==> config.mk <==
export PLATFORM = sky130hd
export DESIGN_NAME = spi_config_sequencer
export DESIGN_NICKNAME = d
export VERILOG_FILES = /design/src/rtl/spi_seq_pkg.sv /design/src/rtl/spi_seq_table.sv /design/src/rtl/spi_config_sequencer.sv
export SDC_FILE = /design/constraint.sdc
export NUM_CORES = 1
export LEC_CHECK = 0
export CELL_PAD_IN_SITES_DETAIL_PLACEMENT = 2
export CELL_PAD_IN_SITES_GLOBAL_PLACEMENT = 2
export CORE_MARGIN = 4
export CORE_UTILIZATION = 30
export CTS_BUF_LIST = sky130_fd_sc_hd__clkbuf_8
export CTS_CLUSTER_DIAMETER = 80
export DETAILED_ROUTE_END_ITERATION = 10
export GPL_TIMING_DRIVEN = 0
export PLACE_DENSITY = 0.58
export SYNTH_ARGS = -nofsm -noshare
export SYNTH_HDL_FRONTEND = slang
export SYNTH_HIERARCHICAL = 1
export SYNTH_SLANG_ARGS = --single-unit
export TNS_END_PERCENT = 30
==> constraint.sdc <==
create_clock -name sys_clk -period 7.7 [get_ports sys_clk]
set_clock_uncertainty 0.15 [all_clocks]
set_input_delay 1.54 -clock sys_clk [delete_from_list [all_inputs] [get_ports sys_clk]]
set_output_delay 1.54 -clock sys_clk [all_outputs]
set_load 0.005 [all_outputs]
==> src/rtl/spi_seq_pkg.sv <==
// Shared types and constants for the SPI configuration sequencer.
package spi_seq_pkg;

  typedef enum logic [1:0] {
    OP_END           = 2'd0,
    OP_DAC_WR        = 2'd1,
    OP_ADC_WR        = 2'd2,
    OP_ADC_WR_VERIFY = 2'd3
  } op_e;

  typedef enum logic [3:0] {
    ST_IDLE, ST_FETCH, ST_ISSUE, ST_WAIT_ACK, ST_WAIT_DONE,
    ST_RD_ISSUE, ST_RD_ACK, ST_RD_DONE, ST_CHECK, ST_FINISH
  } state_e;

  localparam logic [1:0] ERR_NONE   = 2'd0;
  localparam logic [1:0] ERR_RISE   = 2'd1;
  localparam logic [1:0] ERR_FALL   = 2'd2;
  localparam logic [1:0] ERR_VERIFY = 2'd3;

  localparam int OP_HI   = 31;
  localparam int OP_LO   = 30;
  localparam int ADDR_HI = 26;
  localparam int ADDR_LO = 16;
  localparam int DATA_HI = 11;
  localparam int DATA_LO = 0;

  // Only the fields the sequencer acts on; DAC/ADC narrow them further.
  typedef struct packed {
    op_e         op;
    logic [10:0] addr;
    logic [11:0] data;
  } entry_t;

endpackage

==> src/rtl/spi_seq_table.sv <==
// Entry table: single write port, registered read port, no reset on contents.
module spi_seq_table #(
  parameter  int unsigned DEPTH = 16,
  localparam int unsigned AW    = $clog2(DEPTH)
) (
  input  logic          clk_i,
  input  logic          wr_en_i,
  input  logic [AW-1:0] wr_addr_i,
  input  logic [31:0]   wr_data_i,
  input  logic [AW-1:0] rd_addr_i,
  output logic [31:0]   rd_data_o
);

  logic [31:0] mem_q [DEPTH];

  always_ff @(posedge clk_i) begin
    if (wr_en_i) mem_q[wr_addr_i] <= wr_data_i;
    rd_data_o <= mem_q[rd_addr_i];
  end

endmodule

==> src/rtl/spi_config_sequencer.sv <==
// Walks a table of DAC/ADC writes through the SPI controller handshake and
// arbitrates the controller between the sequencer and the direct host path.
module spi_config_sequencer
  import spi_seq_pkg::*;
#(
  parameter  int unsigned DEPTH   = 16,
  parameter  int unsigned TIMEOUT = 1023,
  localparam int unsigned AW      = $clog2(DEPTH)
) (
  input  logic          sys_clk,
  input  logic          reset_n,
  input  logic          tbl_wr_en,
  input  logic [AW-1:0] tbl_addr,
  input  logic [31:0]   tbl_data,
  input  logic          start,
  input  logic          abort,
  input  logic          host_dac_request_write,
  input  logic          host_adc_request_write,
  input  logic          host_adc_request_read,
  input  logic [4:0]    host_dac_address,
  input  logic [11:0]   host_dac_data,
  input  logic [10:0]   host_adc_address,
  input  logic [7:0]    host_adc_data,
  output logic          host_busy,
  output logic          dac_request_write,
  output logic          adc_request_write,
  output logic          adc_request_read,
  output logic [4:0]    dac_address,
  output logic [11:0]   dac_data,
  output logic [10:0]   adc_address,
  output logic [7:0]    adc_data,
  input  logic [7:0]    adc_data_readback,
  input  logic          spi_busy,
  output logic          running,
  output logic          done,
  output logic          error,
  output logic [1:0]    err_code,
  output logic [AW-1:0] err_index
);

  localparam int unsigned TW = $clog2(TIMEOUT + 1);

  state_e        state_q;
  entry_t        ent_q, tbl_ent;
  logic [AW-1:0] idx_q, err_index_q, rd_addr;
  logic [TW-1:0] tmo_q;
  logic [1:0]    err_code_q;
  logic          running_q, done_q, error_q, abort_q;
  logic          dac_req_q, adc_wr_q, adc_rd_q;
  logic [31:0]   tbl_rdata;
  logic          tmo_hit, stop_now, unused_bits;

  // FETCH is entered only from IDLE (entry 0) or on advance (idx+1), so the
  // read address can be presented one cycle early without extra state.
  assign rd_addr  = (state_q == ST_IDLE) ? '0 : idx_q + AW'(1);
  assign tbl_ent  = {tbl_rdata[OP_HI:OP_LO], tbl_rdata[ADDR_HI:ADDR_LO], tbl_rdata[DATA_HI:DATA_LO]};
  assign unused_bits = ^{tbl_rdata[29:27], tbl_rdata[15:12]};
  assign tmo_hit  = (tmo_q == TW'(TIMEOUT - 1));
  assign stop_now = abort_q | abort | (idx_q == AW'(DEPTH - 1));

  spi_seq_table #(.DEPTH(DEPTH)) u_table (
    .clk_i     (sys_clk),
    .wr_en_i   (tbl_wr_en & ~running_q),
    .wr_addr_i (tbl_addr),
    .wr_data_i (tbl_data),
    .rd_addr_i (rd_addr),
    .rd_data_o (tbl_rdata)
  );

  always_ff @(posedge sys_clk or negedge reset_n) begin
    if (!reset_n) begin
      state_q     <= ST_IDLE;
      ent_q       <= '0;
      idx_q       <= '0;
      tmo_q       <= '0;
      running_q   <= 1'b0;
      done_q      <= 1'b0;
      error_q     <= 1'b0;
      abort_q     <= 1'b0;
      dac_req_q   <= 1'b0;
      adc_wr_q    <= 1'b0;
      adc_rd_q    <= 1'b0;
      err_code_q  <= ERR_NONE;
      err_index_q <= '0;
    end else begin
      done_q    <= 1'b0;
      dac_req_q <= 1'b0;
      adc_wr_q  <= 1'b0;
      adc_rd_q  <= 1'b0;
      if (abort) abort_q <= 1'b1;
      case (state_q)
        ST_IDLE: if (start) begin
          error_q     <= 1'b0;
          err_code_q  <= ERR_NONE;
          err_index_q <= '0;
          idx_q       <= '0;
          abort_q     <= 1'b0;
          running_q   <= 1'b1;
          state_q     <= ST_FETCH;
        end
        ST_FETCH: begin
          ent_q   <= tbl_ent;
          state_q <= (tbl_ent.op == OP_END) ? ST_FINISH : ST_ISSUE;
        end
        ST_ISSUE, ST_RD_ISSUE: if (!spi_busy) begin
          tmo_q <= '0;
          if (state_q == ST_RD_ISSUE) begin
            adc_rd_q <= 1'b1;
            state_q  <= ST_RD_ACK;
          end else begin
            dac_req_q <= (ent_q.op == OP_DAC_WR);
            adc_wr_q  <= (ent_q.op != OP_DAC_WR);
            state_q   <= ST_WAIT_ACK;
          end
        end
        ST_WAIT_ACK, ST_RD_ACK: begin
          if (spi_busy) begin
            tmo_q   <= '0;
            state_q <= (state_q == ST_WAIT_ACK) ? ST_WAIT_DONE : ST_RD_DONE;
          end else if (tmo_hit) begin
            error_q     <= 1'b1;
            err_code_q  <= ERR_RISE;
            err_index_q <= idx_q;
            running_q   <= 1'b0;
            abort_q     <= 1'b0;
            state_q     <= ST_IDLE;
          end else begin
            tmo_q <= tmo_q + TW'(1);
          end
        end
        ST_WAIT_DONE, ST_RD_DONE: begin
          if (!spi_busy) begin
            if (state_q == ST_RD_DONE)                state_q <= ST_CHECK;
            else if (ent_q.op == OP_ADC_WR_VERIFY)    state_q <= ST_RD_ISSUE;
            else if (stop_now)                        state_q <= ST_FINISH;
            else begin
              idx_q   <= idx_q + AW'(1);
              state_q <= ST_FETCH;
            end
          end else if (tmo_hit) begin
            error_q     <= 1'b1;
            err_code_q  <= ERR_FALL;
            err_index_q <= idx_q;
            running_q   <= 1'b0;
            abort_q     <= 1'b0;
            state_q     <= ST_IDLE;
          end else begin
            tmo_q <= tmo_q + TW'(1);
          end
        end
        ST_CHECK: begin
          if (adc_data_readback != ent_q.data[7:0]) begin
            error_q     <= 1'b1;
            err_code_q  <= ERR_VERIFY;
            err_index_q <= idx_q;
            running_q   <= 1'b0;
            abort_q     <= 1'b0;
            state_q     <= ST_IDLE;
          end else if (stop_now) begin
            state_q <= ST_FINISH;
          end else begin
            idx_q   <= idx_q + AW'(1);
            state_q <= ST_FETCH;
          end
        end
        ST_FINISH: begin
          done_q    <= ~error_q;
          running_q <= 1'b0;
          abort_q   <= 1'b0;
          state_q   <= ST_IDLE;
        end
        default: state_q <= ST_IDLE;
      endcase
    end
  end

  assign host_busy = spi_busy | running_q;
  assign running   = running_q;
  assign done      = done_q;
  assign error     = error_q;
  assign err_code  = err_code_q;
  assign err_index = err_index_q;

  // Host path is a pure combinational pass-through whenever the sequencer is idle.
  assign dac_request_write = running_q ? dac_req_q            : host_dac_request_write;
  assign adc_request_write = running_q ? adc_wr_q             : host_adc_request_write;
  assign adc_request_read  = running_q ? adc_rd_q             : host_adc_request_read;
  assign dac_address       = running_q ? ent_q.addr[4:0]      : host_dac_address;
  assign dac_data          = running_q ? ent_q.data           : host_dac_data;
  assign adc_address       = running_q ? ent_q.addr           : host_adc_address;
  assign adc_data          = running_q ? ent_q.data[7:0]      : host_adc_data;

endmodule

* Yosys cells after proc, flatten, opt, wreduce, memory -nomap -nowiden *
Memories as Yosys holds them, arrays and structs flattened. A register that Yosys moved wholly into a read port is not among the register bits.
Index checks and enable logic that the tools add are counted.

word-level totals
  memories kept = 1
  output and inout bits = 49
  latch bits = 0
  logic and storage cells = 141
  register bits after elaboration = 56
  RAM bits = 512
  bits of input ports = 89
  bits in read-only memories = 0

memory list
  memory         words  width  read ports  clocked after memory_dff  write ports  RTL line             RTL
  u_table.mem_q  16     32     1           1                         1            spi_seq_table.sv:14  logic [31:0] mem_q [DEPTH];

operators by class
  div/mod/pow operators = 0
  shift operators = 0
  order comparisons = 0
  bitwise logic cells = 6
  reduce and logical (&&, ||, !) cells = 15
  add/sub/neg operators = 2
  multipliers = 0
  eq/ne operators = 26
  multiplexer cells = 76

operator list
  operator                 number
  $mux W4                  21
  $mux W10                 4
  $mux W1                  31
  $pmux W10 S3             1
  $pmux W4 S6              1
  $ne A2 B2 Y1 const B     11
  $eq A4 B3 Y1 const B     4
  $pmux W4 S4              1
  $mux W2                  7
  $eq A4 B4 Y1 const B     3
  $mux W12                 1
  $pmux W4 S3              1
  $mux W11                 1
  $add A10 B1 Y10 const B  1
  $eq A10 B10 Y1 const B   1
  $pmux W1 S5              2
  $reduce_and A5 Y1        2
  $eq A4 B2 Y1 const B     2
  $mux W8                  1
  $ne A8 B8 Y1             1
  $pmux W2 S4              1
  $reduce_and A7 Y1        1
  $reduce_and A6 Y1        1
  $reduce_bool A3 Y1       2
  other kinds (18)         23

* Depth between registers and ports, before layout *
  depth after elaboration = 7
  gate-level depth with buffers = 9
  depth with buffers taken out = 7

* Hierarchy *
The synthesis kept the hierarchy.

modules (own cells, without submodules)
  module                instances  area an instance (um^2)  seq. area each (um^2)  cells each
  spi_seq_table         1          19835.3                  16015.4                838
  spi_config_sequencer  1          3519.6                   1401.3                 388

* Least setup slack after synthesis *
OpenSTA, ideal clock, no wires.

  kind = input to register
  start = input port tbl_wr_en
  end = memory u_table.mem_q[0][0] (enable)
  data required time = 7.089 ns
  stages on the path = 3
  path buffers = 0
  library setup time = 0.461 ns
  arrival time = 4.456 ns
  slack = 2.633 ns
  cells stage by stage = nor2b_1 -> or3b_2 -> nor3_1

on the way
  cells in the longest elaborated chain, start to end = 3

RTL lines
  element                        RTL line                    RTL
  start: declaration             spi_config_sequencer.sv:12  input logic tbl_wr_en,
  $and A1 B1 Y1                  spi_config_sequencer.sv:63  .wr_en_i (tbl_wr_en & ~running_q),
  $mux W1                        spi_seq_table.sv:17         if (wr_en_i) mem_q[wr_addr_i] <= wr_data_i;
  $mux W1 (implied by the code)  spi_seq_table.sv:17
  end: declaration               spi_seq_table.sv:14

No other way between the ends.

* Final worst setup path *
  start = input port spi_busy
  end = output port host_busy

on the way
  cells in the longest elaborated chain, start to end = 1

RTL lines
  element             RTL line                     RTL
  start: declaration  spi_config_sequencer.sv:33   input logic spi_busy,
  $or A1 B1 Y1        spi_config_sequencer.sv:177  assign host_busy = spi_busy | running_q;
  end: declaration    spi_config_sequencer.sv:24   output logic host_busy,

No other way between the ends.

==> flow_summary.toml <==
[run_status]
outcome = "finished, final reports clean"

[power]
p_leak_nw = 7.91
powerDensity_nw_per_um2 = 337
max-vdd-ir-drop_uv = 117

[clocking]
ctsResizeCount = 0
postCtsSetupBuffers = 0
clock_path_buffers = 3
hold_buffers = 0
cts_root_buf = "clkbuf_8"
cts.sinks = 481
cts_tree = "done"
path_clk_slew_ns = 0.06
cts_buffers = 84
htreeDepth = 3
clk_latency_ns = 0.65

[yosys]
syn_area_per_cell_um2 = 18.0
synth.net_count = 1150
synth_cells = 1058
ys_warn_count = 6
syn-cell-area_um2 = 19100

[die]
die_w_um = 260
rows = 92
dieArea_um2 = 67700
die_y_um = 260
initial_core_util_pct = 30.3
num_io_pins = 138
coreArea_um2 = 63100

[worst_hold_path]
worst_hold_path_type = "reg -> reg"

[global_routing]
grt-ovfl-total = 0
met2_usage_pct = 27.2
top_usage_layer = "met2"
met1_usage_pct = 22.2
grtUsageTotal_pct = 16.4
grt_pass1_vias = 12200
grt_max_degree = 57
grt_pass1_wl_um = 81600
use_met3_pct = 3.19
antenna_found_initial = 5

[sta]
max_clock_freq_ghz = 0.195
setup-tns-final_ns = 0
finalMaxSlewViolations = 0
fin_crit_ns = 5.12
slew_headroom_pct = 35.1
hold_violations = 0
whs_ns = 0.307
max_slew.worst_pin.slew_ns = 0.969
post-route-period-util_pct = 66.5
setup_violations = 0
rsz0062_at_grt = "no"

[placement]
hpwl_um = 37000
port_buffers = 130
place_congestion = 0.774
dpl.cell_count = 2058

[routing]
drt_wl_total_um = 55200
drc = 0
via_per_inst = 4.89
drt_pass1_iterations = 5
drt.antenna.violating_nets = 0
wl_per_cell_um = 25.0
drtIter0Drc = 768
via_count = 10800

[finish]
syn2layout_area_growth_pct = 23.3
multi_input_area_um2 = 4830
stdcell_count = 2210
fin_nets = 1390
fillers = 6159
drive_above_1_share_pct = 23.6
regArea_um2 = 13900

[setup_path]
criticalPathCategory = "in -> out"
crit_fanout = 10
endpoint_kind = "output pin"
cp-start-kind = "primary input"
critical_path_required_ns = 6.01
cp.arrival_ns = 3.43

[flow_run]
maxCapViolCount = 0
[stage by stage]
stage / setup WS [ns] / area (um2) / total power, mW / util (%)
6_report: 2.58 / 23500 / 7.94 / 37.3
5_1_grt: 2.46 / 23500 / 8.41 / 37.3
4_1_cts: 2.58 / 23500 / 8.12 / 37.3
3_5_place_dp: 2.59 / 22000 / 5.90 / 34.9
3_3_place_gp: 0.193 / 21400 / 5.84 / 34.0
2_1_floorplan: 3.12 / 19100 / 4.85 / -
[cell usage in the layout (no fill, tap or decap), types with 5 or more instances in the layout]
cell / n
nand3_1: 10
buf_6: 11
inv_1: 70
nor2b_1: 7
xor2_1: 10
buf_4: 13
nor2_4: 12
nor3_1: 9
nand2b_1: 12
clkdlybuf4s50_1: 129
o21ai_0: 42
clkbuf_8: 91
nor4_1: 5
nor3_2: 5
dfrtp_1: 56
buf_16: 9
nand2_1: 52
edfxtp_1: 400
o31ai_1: 6
nor2_1: 22
a22oi_1: 51
buf_2: 12
clkinv_2: 8
mux4_2: 100
mux2i_1: 5
a21oi_1: 20
clkbuf_1: 28
mux2_2: 36
dfxtp_1: 25
buf_1: 11
clkinv_1: 17
[power breakdown]
group / internal, mW / total [mW] / switching (mW)
combinational: 1.30 / 2.62 / 1.33
sequential: 3.03 / 3.16 / 0.129
clock: 1.12 / 2.16 / 1.04
total: 5.45 / 7.94 / 2.49
[layout make-up]
cell class | count | area share [%]
multi-input cells | 473 | 20.5
clock inverters | 60 | 1.19
inverters | 40 | 0.638
repair buffers | 154 | 7.43
clock buffers | 91 | 5.32
diodes | 1 | 0.0106
plain buffers | 64 | 1.31
flip-flops and latches | 481 | 59.1
well taps | 846 | 4.50
[worst max-delay path, cell delays in order]
cell and delay (ns):
clkdlybuf4s50_1 0.52, buf_2 0.25, clkbuf_1 0.42, or2_2 0.20, clkdlybuf4s50_1 0.50
[metal layers]
layer	share of wire, %	vias up
met4	1.5	2
met3	5.3	69
met1	44	5737
met2	49	295
met5	0.024	-
li1	-	4708
[final timing paths]
| check | from | to | slack, ns | cells after the start |
|---|---|---|---|---|
| hold reg to reg | u_table/rd_data_o[9]$_DFF_P_ | ent_q[9]$_DFFE_PN0P_ | 0.31 | 1 |
| setup reg to reg | state_q[2]$_DFFE_PN0P_ | u_table/rd_data_o[3]$_DFF_P_ | 3.54 | 9 |
| min in group asynchronous | reset_n | idx_q[0]$_DFFE_PN0P_ | 0.85 | 1 |
| max in group asynchronous | reset_n | ent_q[20]$_DFFE_PN0P_ | 5.96 | 1 |
| hold / removal | u_table/rd_data_o[9]$_DFF_P_ | ent_q[9]$_DFFE_PN0P_ | 0.31 | 1 |
| setup / recovery | spi_busy | host_busy | 2.58 | 5 |
[state kept, by name (all words and copies together) (netlist names)]
signal	count
tmo_q	10
adc_wr_q	1
err_index	4
done	1
abort_q	1
error	1
dac_req_q	1
ent_q	25
u_table/rd_data_o	25
err_code	2
idx_q	4
running	1
state_q	4
u_table/mem_q	400
adc_rd_q	1
Note: power is estimated with default switching activity, not from simulation.
